**config.mk**
```make
export PLATFORM = sky130hd
export DESIGN_NAME = alu_result_stage
export DESIGN_NICKNAME = d
export VERILOG_FILES = /design/src/rtl/alu_pkg.sv /design/src/rtl/result_fifo2.sv /design/src/rtl/alu_result_stage.sv
export SDC_FILE = /design/constraint.sdc
export NUM_CORES = 1
export LEC_CHECK = 0
export ABC_AREA = 1
export BUFFER_PORTS_ARGS = -buffer_cell sky130_fd_sc_hd__buf_2
export CORE_MARGIN = 2
export CORE_UTILIZATION = 54
export DETAILED_ROUTE_END_ITERATION = 8
export MAX_ROUTING_LAYER = met4
export PLACE_DENSITY = 0.86
export SLEW_MARGIN = 25
export SYNTH_ARGS = -nofsm -noshare
export SYNTH_HDL_FRONTEND = slang
export SYNTH_SLANG_ARGS = --single-unit
```
**constraint.sdc**
```tcl
create_clock -name clk -period 4.1 [get_ports clk]
set_input_delay 1.025 -clock clk [delete_from_list [all_inputs] [get_ports clk]]
set_output_delay 1.025 -clock clk [all_outputs]
set_load 0.01 [all_outputs]
```
**src/rtl/alu_pkg.sv**
```systemverilog
// Shared types for the ALU result stage: source select encoding and the
// stored result/flags entry.
package alu_pkg;

    localparam int unsigned ALU_WIDTH = 32;

    typedef enum logic [1:0] {
        SEL_BOOL  = 2'b00,
        SEL_ARITH = 2'b01,
        SEL_SHIFT = 2'b10,
        SEL_CMP   = 2'b11
    } unit_sel_e;

    typedef struct packed {
        logic zero;
        logic negative;
        logic overflow;
        logic carry;
    } alu_flags_t;

    typedef struct packed {
        logic [ALU_WIDTH-1:0] result;
        alu_flags_t           flags;
    } alu_entry_t;

endpackage

```
**src/rtl/result_fifo2.sv**
```systemverilog
// Two-entry FIFO of alu_entry_t; in_ready depends only on the count register,
// so there is no combinational path from out_ready back to in_ready.
module result_fifo2
    import alu_pkg::*;
(
    input  logic       clk,
    input  logic       reset,
    input  logic       in_valid,
    output logic       in_ready,
    input  alu_entry_t wr_data,
    output logic       out_valid,
    input  logic       out_ready,
    output alu_entry_t rd_data
);

    alu_entry_t mem [2];
    logic [1:0] count;
    logic       wr_ptr;
    logic       rd_ptr;
    logic       push;
    logic       pop;

    assign in_ready  = (count != 2'd2);
    assign out_valid = (count != 2'd0);
    assign push      = in_valid && in_ready;
    assign pop       = out_valid && out_ready;

    // Storage is not reset; the head is masked so outputs read zero when empty.
    assign rd_data = out_valid ? mem[rd_ptr] : '0;

    always_ff @(posedge clk) begin
        if (push) begin
            mem[wr_ptr] <= wr_data;
        end
    end

    always_ff @(posedge clk or posedge reset) begin
        if (reset) begin
            count  <= '0;
            wr_ptr <= 1'b0;
            rd_ptr <= 1'b0;
        end else begin
            if (push) begin
                wr_ptr <= ~wr_ptr;
            end
            if (pop) begin
                rd_ptr <= ~rd_ptr;
            end
            case ({push, pop})
                2'b10:   count <= count + 2'd1;
                2'b01:   count <= count - 2'd1;
                default: count <= count;
            endcase
        end
    end

endmodule

```
**src/rtl/alu_result_stage.sv**
```systemverilog
// ALU result stage: selects one functional unit's result, derives flags,
// buffers through a 2-entry FIFO and counts back-pressure cycles.
module alu_result_stage
    import alu_pkg::*;
#(
    parameter int unsigned WIDTH       = ALU_WIDTH,
    parameter int unsigned STALL_CNT_W = 16
) (
    input  logic                   clk,
    input  logic                   reset,
    input  logic                   in_valid,
    output logic                   in_ready,
    input  logic [1:0]             unit_sel,
    input  logic [WIDTH-1:0]       bool_in,
    input  logic [WIDTH-1:0]       arith_in,
    input  logic                   arith_ovf,
    input  logic                   arith_cout,
    input  logic [WIDTH-1:0]       shift_in,
    input  logic                   cmp_in,
    output logic                   out_valid,
    input  logic                   out_ready,
    output logic [WIDTH-1:0]       result,
    output logic                   zero,
    output logic                   negative,
    output logic                   overflow,
    output logic                   carry,
    input  logic                   stat_clr,
    output logic [STALL_CNT_W-1:0] stall_cnt
);

    logic [WIDTH-1:0] sel_result;
    alu_entry_t       wr_entry;
    alu_entry_t       head;

    always_comb begin
        sel_result        = '0;
        wr_entry          = '0;
        case (unit_sel_e'(unit_sel))
            SEL_BOOL:  sel_result = bool_in;
            SEL_ARITH: begin
                sel_result              = arith_in;
                wr_entry.flags.overflow = arith_ovf;
                wr_entry.flags.carry    = arith_cout;
            end
            SEL_SHIFT: sel_result = shift_in;
            SEL_CMP:   sel_result = {{(WIDTH-1){1'b0}}, cmp_in};
            default:   sel_result = '0;
        endcase
        wr_entry.result         = sel_result;
        wr_entry.flags.zero     = (sel_result == '0);
        wr_entry.flags.negative = sel_result[WIDTH-1];
    end

    result_fifo2 u_fifo (
        .clk       (clk),
        .reset     (reset),
        .in_valid  (in_valid),
        .in_ready  (in_ready),
        .wr_data   (wr_entry),
        .out_valid (out_valid),
        .out_ready (out_ready),
        .rd_data   (head)
    );

    assign result   = head.result;
    assign zero     = head.flags.zero;
    assign negative = head.flags.negative;
    assign overflow = head.flags.overflow;
    assign carry    = head.flags.carry;

    always_ff @(posedge clk or posedge reset) begin
        if (reset) begin
            stall_cnt <= '0;
        end else if (stat_clr) begin
            stall_cnt <= '0;
        end else if (out_valid && !out_ready && (stall_cnt != '1)) begin
            stall_cnt <= stall_cnt + 1'b1;
        end
    end

endmodule

```
Word level (Yosys, flattened, before mapping)
Memory sizes are Yosys's and may differ from the RTL's.
Index checks and enable logic that the tools add are counted.
Cells by class
  multiplexer cells: 8
  reduce and logical (&&, ||, !) cells: 10
  add/sub/neg operators: 3
  equality and inequality tests: 7
  bitwise operators: 2
Operator list (number)
  32-bit one-hot mux with 4 select lines: 1
  36-bit two-way mux: 1
  32-bit logical NOT: 1
  16-bit two-way mux: 2
  16-bit by 1-bit adder with 16-bit output, second input constant: 1
  16-bit != test, second input constant: 1
  2-bit equality test, second input constant: 3
  2-bit nonzero test: 3
  2-bit by 1-bit equality test with 1-bit output, second input constant: 2
  1-bit logical AND: 4
  2-bit one-hot mux with 2 select lines: 1
  2-bit by 1-bit adder with 2-bit output, second input constant: 1
  2-bit logical NOT: 1
  1-bit two-way mux: 2
  2-bit two-way mux: 1
  2-bit != test, second input constant: 1
  1-bit inverter: 2
  2-bit by 1-bit subtractor with 2-bit output, second input constant: 1
  1-bit logical NOT: 1
Storage, ports and cells
  memories kept: 1
  logic and storage cells: 35
  memory bits (writable): 72
  flip-flop bits (word level): 20
Memories
  u_fifo.mem: depth 2, bits a word 36, read ports 1, clocked after memory_dff 0, wr ports 1, line result_fifo2.sv:16  | alu_entry_t mem [2];

Depth between registers and ports, before layout
Gate-level depths: netlist of the first run.
  word-level depth: 5
  mapped depth: 10
  depth with buffers taken out: 9

Modules after synthesis
From an unflattened synthesis of the first run, not the netlist that was laid out.
Unflattened totals
  cell total of the unflattened synthesis: 556
  area, all modules: 4792.1 sq um
Modules (own cells, without submodules)
  result_fifo2: area each 2969.1 sq um, times used 1, cells an instance 224, sequential area each 2262.2 sq um
  alu_result_stage: area each 1823.0 sq um, times used 1, cells an instance 332, sequential area each 400.4 sq um

Worst setup path after synthesis of the first run
Ideal clock, no wire load.
  path type: input to register
  start: input port in_valid
  end: memory u_fifo.mem[1][0] in the netlist's numbering, enable pin
  stages: 2
  path slack: 1.052 ns
  library setup time: 0.429 ns
  arrival: 2.620 ns
  path buffers: 0
  cell sequence: nand2_1 nor2_1
Between the ends
  cells in the longest elaborated chain, start to end: 3
RTL lines
  start, declared: line alu_result_stage.sv:11  | input logic in_valid,
  1-bit logical AND: line result_fifo2.sv:25  | assign push = in_valid && in_ready;
  1-bit two-way mux: line result_fifo2.sv:32  | if (push) begin
  1-bit two-way mux (not written as such): line result_fifo2.sv:33  | mem[wr_ptr] <= wr_data;
  end, declared: line result_fifo2.sv:16
No other way between the ends.

Worst setup path in the final report of the first run
  start: register u_fifo.rd_ptr
  end: output port result[16]
Between the ends
  cells in the longest elaborated chain, start to end: 2
RTL lines
  start, declared: line result_fifo2.sv:19  | logic rd_ptr;
  start signal, assigned: line result_fifo2.sv:47  | rd_ptr <= ~rd_ptr;
  memory read 2 x 36 bit
  36-bit two-way mux: line result_fifo2.sv:29  | assign rd_data = out_valid ? mem[rd_ptr] : '0;
  end, declared: line alu_result_stage.sv:22  | output logic [WIDTH-1:0] result,
No other way between the ends.

==> metrics, run 1 <==
Routed WL per cell 17.3 um; CTS max path bufs 2; crit end category output port; Core Footprint 0.00826 mm^2; Synth Area in Compound Gates 5.81%; Worst EP required 3070 ps; num ports 160; HPWL Detailed 10.1 mm; row count 33; cell breakdown of the critical path clkinv_1 -> nand2_1 -> a21oi_1 -> buf_2; placed inst area 0.00547 mm^2; Synth Area in Adders 0.540%; Post-synth ARST share 22.2%; hold-fix buffer count after cts 0; Clk Latency, worst-skew pair 360 ps; Power Dens Cells 543 mW/mm^2; post-synth cell types 28; setup TNS 0 ps; Crit-path slowest cell clkinv_1; Worst EP arrival 2140 ps; max-slew violations 0; Seq/Total Area, Yosys 56.2%; fmax 316 MHz; first-pass GRT wire length 21.4 mm; clk sinks 90; Critical path buffers and inverters 2; Synth Register Bits 90; simple-gate portion of the synthesized area 30.7%; Max-Cap Viols 0; largest net degree at the start of global routing 37; setup violators final 0; mux cell area share after synthesis 0%; cts repair resizes 0; commonest non-fill, non-tap cells in the layout nand2_1 (172), buf_2 (159), nand3_1 (95); cell count of the worst reg-to-reg path 6; Crit path max-delay family buffers and inverters; Startpoint Class flip-flop; largest family of logic cells by synthesized area simple AND/OR/NAND/NOR gates; pre-CTS WS 1020 ps; die width 96.6 um; Tot GR Track Use 30.2%; Ys Warns 0; ant diodes 0; synth top area cells edfxtp_1 (45%), nand2_1 (14%), dfrtp_1 (11%); Final Cell Area 0.00572 mm^2; worst hold stages 2; drt drc 0; IO Port Bufs 159; worst slew pin tran 1020 ps; Final nets 795; crit-path max FO 35; H-Tree Level Count 3; Detailed Route Iter0 Violations 258; initial antenna violation count 0; P&R area growth vs syn 23.5%; Crit path depth 4; number of global-route vias before repair 4184; area leader, netlist edfxtp_1; CTS tree yes; non-filler instance count after layout 797; XOR/XNOR Fraction of Synth Area 2.08%; WS Path Type reg2out; Mapped Nets 647; clock skew 9.25 ps; slew margin rel. 31.9%; Clk pin slew, worst setup/hold paths 100 ps; Max VDD drop 0.000316 V; commonest register cell after synthesis edfxtp_1; critical path's largest stage delay 780 ps; drt pass-1 iters 4; post-placement cell count 779; starting density of the core 56.1%; layout cells sized above 1 28.9%; DR vias/cell 5.57; most common library cell in the layout ignoring fill and taps nand2_1; root buffer cell clkbuf_8; Setup Buffers After CTS 0; Post-synth EDFFs 70; type of the tightest min-delay check reg2reg; Mapped Cells 539; status finished clean; Final ANT Viol Nets 0; crit share post-route 77.1%; LEAKAGE 2.59 nW; syn_area_per_cell 8.60 um^2; Worst Hold Slack 552 ps; endpoints failing hold 0; CTS buffer count 9; Die ar. 0.00934 mm^2; Vias 4436; Post-Syn Area 0.00463 mm^2; drt total wl 13.8 mm; Worst Setup Slack, final 940 ps; share of the synthesized area in the top cell type 45.4%; setup repair after global routing missed its margin no; Tmin final 3160 ps; GRT overflow 0; Die H 96.6 um; RD Place Congestion 0.920
[worst paths after layout]
| path | startpoint | end | slack, ps |
|---|---|---|---|
| worst max-delay path | u_fifo.rd_ptr$_DFFE_PP0P_ | result[16] | 940 |
| worst min-delay path | stall_cnt[1]$_DFFE_PP0P_ | stall_cnt[1]$_DFFE_PP0P_ | 550 |
| worst max register to register | u_fifo.count[0]$_DFFE_PP0P_ | u_fifo.count[1]$_DFFE_PP0P_ | 2190 |
| worst min register to register | stall_cnt[1]$_DFFE_PP0P_ | stall_cnt[1]$_DFFE_PP0P_ | 550 |
| max in group asynchronous | reset | stall_cnt[12]$_DFFE_PP0P_ | 2810 |
| min in group asynchronous | reset | u_fifo.rd_ptr$_DFFE_PP0P_ | 790 |
[power breakdown]
part           total, mW  switching (mW)  internal (mW)
clock network      0.592           0.353          0.240
registers           1.28          0.0711           1.21
logic               1.23           0.811          0.421
total               3.11            1.23           1.87
[layout make-up]
| type | count | area [um^2] |
|---|---|---|
| inverter | 22 | 87.6 |
| timing repair buffer | 164 | 873 |
| clock inverter | 7 | 70.1 |
| tap | 105 | 131 |
| multi-input combinational | 400 | 1830 |
| clock buffer | 9 | 124 |
| sequential | 90 | 2600 |
| fill | 666 | 2540 |
[tightest hold or removal path, stage by stage (launching register included)]
cell	delay (ps)
dfrtp_1	400
nand2_1	70
nand2_1	50
[cells in the mapped netlist (all sizes together) (3+ instances only)]
cell type and number:
o21bai 3, buf 11, nor2 59, nand2 179, inv 20, nand3 95
o21ai 9, dfrtp 20, xor2 8, edfxtp 70, a21oi 38, clkbuf 16
xnor2 3
[sequential cells by signal, indices dropped and copies added, names as in the netlist]
name	count
u_fifo.rd_ptr	1
u_fifo.wr_ptr	1
u_fifo.count	2
u_fifo.mem	70
stall_cnt	16
[layer usage]
metal  GRT usage [%]  wire length [um]  up-vias
met5               -                 0        -
li1                -                 -     2108
met1            39.3              5580     2053
met3            5.64              1150       35
met4            13.7               460        0
met2            46.5              6600      240
[cells by family (layout without fill, tap and decap cells)]
logic type               after synthesis  in the layout
AO/OA/AOI/OAI                         51             51
XOR/XNOR                              11             11
buffers and inverters                 49            202
AND/OR/NAND/NOR                      336            336
adder cells (fa/ha/maj)                2              2
flip-flops                            90             90
[metrics by stage]
step                power [mW]  util, %
floorplan                 2.00        -
global placement          2.46     66.3
detailed placement        2.49     66.3
CTS                       3.07     68.6
global route              3.29     69.3
finish                    3.11     69.3
No activity file was read; power rests on OpenSTA's default activity.
==> inputs of run 2 (changes only) <==
- CORE_UTILIZATION: 54 -> 50
- PLACE_DENSITY: 0.86 -> 0.81
- clock period: 4.1 -> 3 ns (I/O delays scaled with it)
==> run 2 against run 1 <==
Against the previous run: first-iteration DRC count is 8.5% lower; largest cell class unchanged; hold slack worse by 31 ps; via count is 2.3% lower; core utilization is 5.9 points lower; combinational power is 34% higher; routed wire length is 6.7% lower; largest power group unchanged.
==> metrics, run 2 (same netlist as run 1, synthesis figures left out) <==
origin of the critical flop-to-flop path u_fifo.count[0]$_DFFE_PP0P_; endpoints failing hold 0 (unchanged); starting density of the core 50.9% (-5.2 points); initial antenna violation count 0 (unchanged); drt drc 0 (unchanged); worst slew pin tran 770 ps (-246 ps); Worst EP arrival 1940 ps (-200 ps); slew margin rel. 48.6% (+17 points); cell breakdown of the critical path clkinv_1 -> buf_4 -> nand2_1 -> a21oi_1 -> buf_2; max-slew violations 0 (unchanged); critical path's largest stage delay 470 ps (-310 ps); Clk Latency, worst-skew pair 350 ps (about the same); drt total wl 12.9 mm (-6.7%); Max VDD drop 0.000506 V (+60%); Startpoint Class flip-flop; clock skew 6.21 ps (-3.05 ps); largest registers u_fifo.mem: 70 flops, stall_cnt: 16 flops, u_fifo.count: 2 flops; Core Footprint 0.00911 mm^2 (+10%); status finished clean; crit end category output port; Die ar. 0.0101 mm^2 (+7.7%); Tot GR Track Use 27.2% (-3.0 points); setup TNS 0 ps (unchanged); die width 100 um (+3.8%); Max-Cap Viols 0 (unchanged); setup repair after global routing missed its margin no; Power Dens Cells 746 mW/mm^2 (+37%); P&R area growth vs syn 24.5%; HPWL Detailed 9.76 mm (-3.7%); CP startpoint u_fifo.rd_ptr$_DFFE_PP0P_; Final ANT Viol Nets 0 (unchanged); Final nets 800 (+0.63%); global routing's busiest layer met2; most common library cell in the layout ignoring fill and taps nand2_1; final cell utilization of the core 63.3% (-5.9 points); LEAKAGE 2.60 nW (+0.50%); CTS buffer count 9 (unchanged); Clk pin slew, worst setup/hold paths 90 ps (about the same); GRT overflow 0 (unchanged); H-Tree Level Count 3 (unchanged); Worst EP required 2250 ps (-820 ps); cts repair resizes 0 (unchanged); drt pass-1 iters 5 (+1); CTS max path bufs 2 (unchanged); clk sinks 90 (unchanged); num ports 160 (unchanged); first-pass GRT wire length 20.5 mm (-4.5%); CTS tree yes; setup violators final 0 (unchanged); IO Port Bufs 159 (unchanged); commonest non-fill, non-tap cells in the layout nand2_1 (172), buf_2 (159), nand3_1 (95); met1 Track Usage GR 34.3% (-5.0 points); hold-fix buffer count after cts 0 (unchanged); number of global-route vias before repair 4170 (-0.33%); Tmin final 2690 ps; Setup Buffers After CTS 0 (unchanged); cell count of the worst reg-to-reg path 6 (unchanged); Crit-path slowest cell clkinv_1; Vias 4336 (-2.3%); DR vias/cell 5.37 (-3.6%); WS Path Type reg2out; RD Place Congestion 0.969 (+5.3%); met3 usage 4.67% (-0.97 points); root buffer cell clkbuf_8; layout cells sized above 1 29.3% (+0.37 points); ant diodes 0 (unchanged); crit share post-route 89.6%; largest net degree at the start of global routing 37 (unchanged); met2 usage 45.3% (-1.1 points); flip-flop count of the largest register after layout 70 (unchanged); type of the tightest min-delay check in2async; Detailed Route Iter0 Violations 236 (-8.5%); crit-path max FO 20 (-43%); Die H 100 um (+3.8%); fmax 372 MHz; Routed WL per cell 15.9 um (-8.0%); row count 35 (+6.1%); Reg with most FFs u_fifo.mem
==> run 2: per-layer routing <==
layer  share of wire (%)  vias up
li1                    -     2114
met1                  41     2005
met2                  50      199
met3                 6.9       18
met4                 1.8        0
met5                   0        -
==> run 2: through the flow <==
| step | worst slack (ps) | cells | instance area, um^2 | total power, mW | hold slack [ps] |
|---|---|---|---|---|---|
| 2_1_floorplan | 227 | 539 | 4630 | 2.73 | 468 |
| 3_3_place_gp | 590 | 792 | 5550 | 3.42 | 510 |
| 3_5_place_dp | 524 | 792 | 5550 | 3.45 | 535 |
| 4_1_cts | 311 | 808 | 5770 | 4.33 | 537 |
| 5_1_grt | 135 | 808 | 5770 | 4.57 | 575 |
| 6_report | 311 | 808 | 5770 | 4.30 | 520 |
==> run 2: final timing paths <==
| check | slack [ps] | end |
|---|---|---|
| setup / recovery | 310 | result[23] |
| hold / removal | 520 | u_fifo.count[1]$_DFFE_PP0P_ |
| setup reg to reg | 1100 | u_fifo.count[1]$_DFFE_PP0P_ |
| hold reg to reg | 560 | stall_cnt[1]$_DFFE_PP0P_ |
| max in group asynchronous | 2000 | stall_cnt[11]$_DFFE_PP0P_ |
| min in group clk | 560 | stall_cnt[1]$_DFFE_PP0P_ |
==> run 2: area by class of cell <==
| class | instances | area (um^2) |
|---|---|---|
| flip-flops and latches | 90 | 2600 |
| well taps | 111 | 139 |
| clock inverters | 6 | 91.3 |
| multi-input cells | 400 | 1840 |
| repair buffers | 169 | 883 |
| inverters | 22 | 87.6 |
| fillers | 767 | 3340 |
| clock buffers | 10 | 128 |
==> run 2: critical path, delay by kind of cell, from the launching register on <==
family          cells  cell delay (ps)
buf+inv             3             1060
compound gates      1               70
simple gates        1               80
flops               1              360
==> run 2: where the power goes <==
group,internal [mW],switching (mW),total [mW]
sequential,1.66,0.0970,1.76
combinational,0.564,1.09,1.65
clock,0.470,0.420,0.890
==> inputs of run 3 (changes only) <==
- CORE_UTILIZATION: 50 -> 45
- PLACE_DENSITY: 0.81 -> 0.74
==> run 3 against run 2 <==
Against the previous run: largest power group unchanged; design area rose by 0.13%; setup slack got worse by 29 ps; sequential share of layout area fell by 0.059 points; fmax fell by 1.0%; die area rose by 11%; sequential power barely moved; highest routed layer unchanged; global-route usage fell by 2.4 points; clock skew rose by 4.0 ps; routed wire length rose by 2.2%.
==> metrics, run 3 (same netlist as run 1, synthesis figures left out) <==
status finished clean; root buffer cell clkbuf_8; Max-Cap Viols 0 (unchanged); placed inst area 0.00557 mm^2 (+0.34%); FF+latch area 0.00260 mm^2 (unchanged); drt pass-1 iters 5 (unchanged); Worst EP arrival 1970 ps (+30 ps); met2 usage 41.0% (-4.4 points); Final ANT Viol Nets 0 (unchanged); Reg with most FFs u_fifo.mem; Vias 4313 (-0.53%); setup violators final 0 (unchanged); endpoints failing hold 0 (unchanged); Final nets 800 (unchanged); CTS buffer count 9 (unchanged); Detailed Route Iter0 Violations 229 (-3.0%); IO Port Bufs 159 (unchanged); layout cells sized above 1 29.4% (+0.14 points); Clk pin slew, worst setup/hold paths 100 ps (about the same); WS Path Type reg2out; Power Dens Cells 738 mW/mm^2 (-0.95%); post-placement cell count 817 (+3.2%); Worst EP required 2250 ps (about the same); Worst Setup Slack, final 282 ps (-28.5 ps); largest registers u_fifo.mem: 70 flops, stall_cnt: 16 flops, u_fifo.count: 2 flops; drt drc 0 (unchanged); R2R Path End u_fifo.count[1]$_DFFE_PP0P_; P&R area growth vs syn 24.7%; clk sinks 90 (unchanged); LEAKAGE 2.60 nW (about the same); fmax 368 MHz (-1.0%); first-pass GRT wire length 20.7 mm (+0.91%); DR vias/cell 5.18 (-3.5%); Startpoint Class flip-flop; die width 105 um (+5.2%); Critical path buffers and inverters 3 (unchanged); final cell utilization of the core 57.0% (-6.4 points); CTS tree yes; HPWL Detailed 9.97 mm (+2.1%); setup TNS 0 ps (unchanged); drt total wl 13.1 mm (+2.2%); slew margin rel. 48.9% (+0.30 points); Tmin final 2720 ps (+28.5 ps); cts repair resizes 0 (unchanged); flip-flop count of the largest register after layout 70 (unchanged); cell count of the worst reg-to-reg path 6 (unchanged); Die ar. 0.0111 mm^2 (+11%); fillers 937 (+22%); clock skew 10.2 ps (+3.98 ps); initial antenna violation count 0 (unchanged); met3 usage 4.02% (-0.65 points); Core Footprint 0.0101 mm^2 (+11%); most common library cell in the layout ignoring fill and taps nand2_1; max-slew violations 0 (unchanged); crit end category output port; global routing's busiest layer met2; Setup Buffers After CTS 0 (unchanged); commonest non-fill, non-tap cells in the layout nand2_1 (172), buf_2 (159), nand3_1 (95); met1 Track Usage GR 31.3% (-3.0 points); CTS max path bufs 2 (unchanged); worst slew pin tran 765 ps (-4.46 ps); type of the tightest min-delay check in2async; CP startpoint u_fifo.rd_ptr$_DFFE_PP0P_; Crit-path slowest cell clkinv_1; row count 37 (+5.7%); non-filler instance count after layout 833 (+3.1%); H-Tree Level Count 3 (unchanged); GRT overflow 0 (unchanged); largest net degree at the start of global routing 37 (unchanged); Max VDD drop 0.000465 V (-8.3%); area occupied by multi-input gates 0.00184 mm^2 (unchanged); Tot Pwr 4.27 mW (-0.82%); Crit path max-delay family buffers and inverters; Die H 105 um (+5.2%); ant diodes 0 (unchanged); R2R setup slack 1030 ps (-70 ps); crit-path max FO 21 (+5.0%); hold-fix buffer count after cts 0 (unchanged); crit share post-route 90.6% (+0.95 points); Final Cell Area 0.00578 mm^2 (+0.13%); Clk Latency, worst-skew pair 360 ps (about the same); number of global-route vias before repair 4236 (+1.6%); Routed WL per cell 15.8 um (-0.87%); pre-CTS WS 701 ps (+178 ps); setup repair after global routing missed its margin no; cell breakdown of the critical path clkinv_1 -> buf_4 -> nand2_1 -> a21oi_1 -> buf_2; Worst Hold Slack 506 ps (-14.7 ps); origin of the critical flop-to-flop path u_fifo.count[0]$_DFFE_PP0P_; RD Place Congestion 0.959 (-1.0%); Tot GR Track Use 24.8% (-2.4 points); starting density of the core 45.7% (-5.2 points); critical path's largest stage delay 500 ps (+30 ps); num ports 160 (unchanged)
run 3: worst max path at each step:
stage,end,slack [ps],depth (start not counted)
floorplan,u_fifo.mem[1][0]$_DFFE_PP_,230,2
CTS,result[31],300,5
finish,result[31],280,5
global route,negative,180,5
global placement,u_fifo.mem[0][3]$_DFFE_PP_,700,10
detailed placement,u_fifo.mem[1][3]$_DFFE_PP_,700,10
run 3: report_power, final:
group          switching [mW]  internal, mW  total, mW
sequential             0.0959          1.66       1.76
clock                   0.463         0.401      0.865
combinational            1.09         0.554       1.65
run 3: layout make-up:
type                    count  share of cell area, %
flip-flops and latches     90                   45.1
multi-input cells         400                   31.8
repair buffers            169                   15.1
well taps                 136                   2.95
clock buffers               9                   2.14
inverters                  22                   1.52
clock inverters             7                   1.45
run 3: per-layer routing:
layer	part of all wire (%)	wire (um)
met3	6.2	813
met1	43	5620
met5	0	0
met4	2.0	257
met2	49	6460
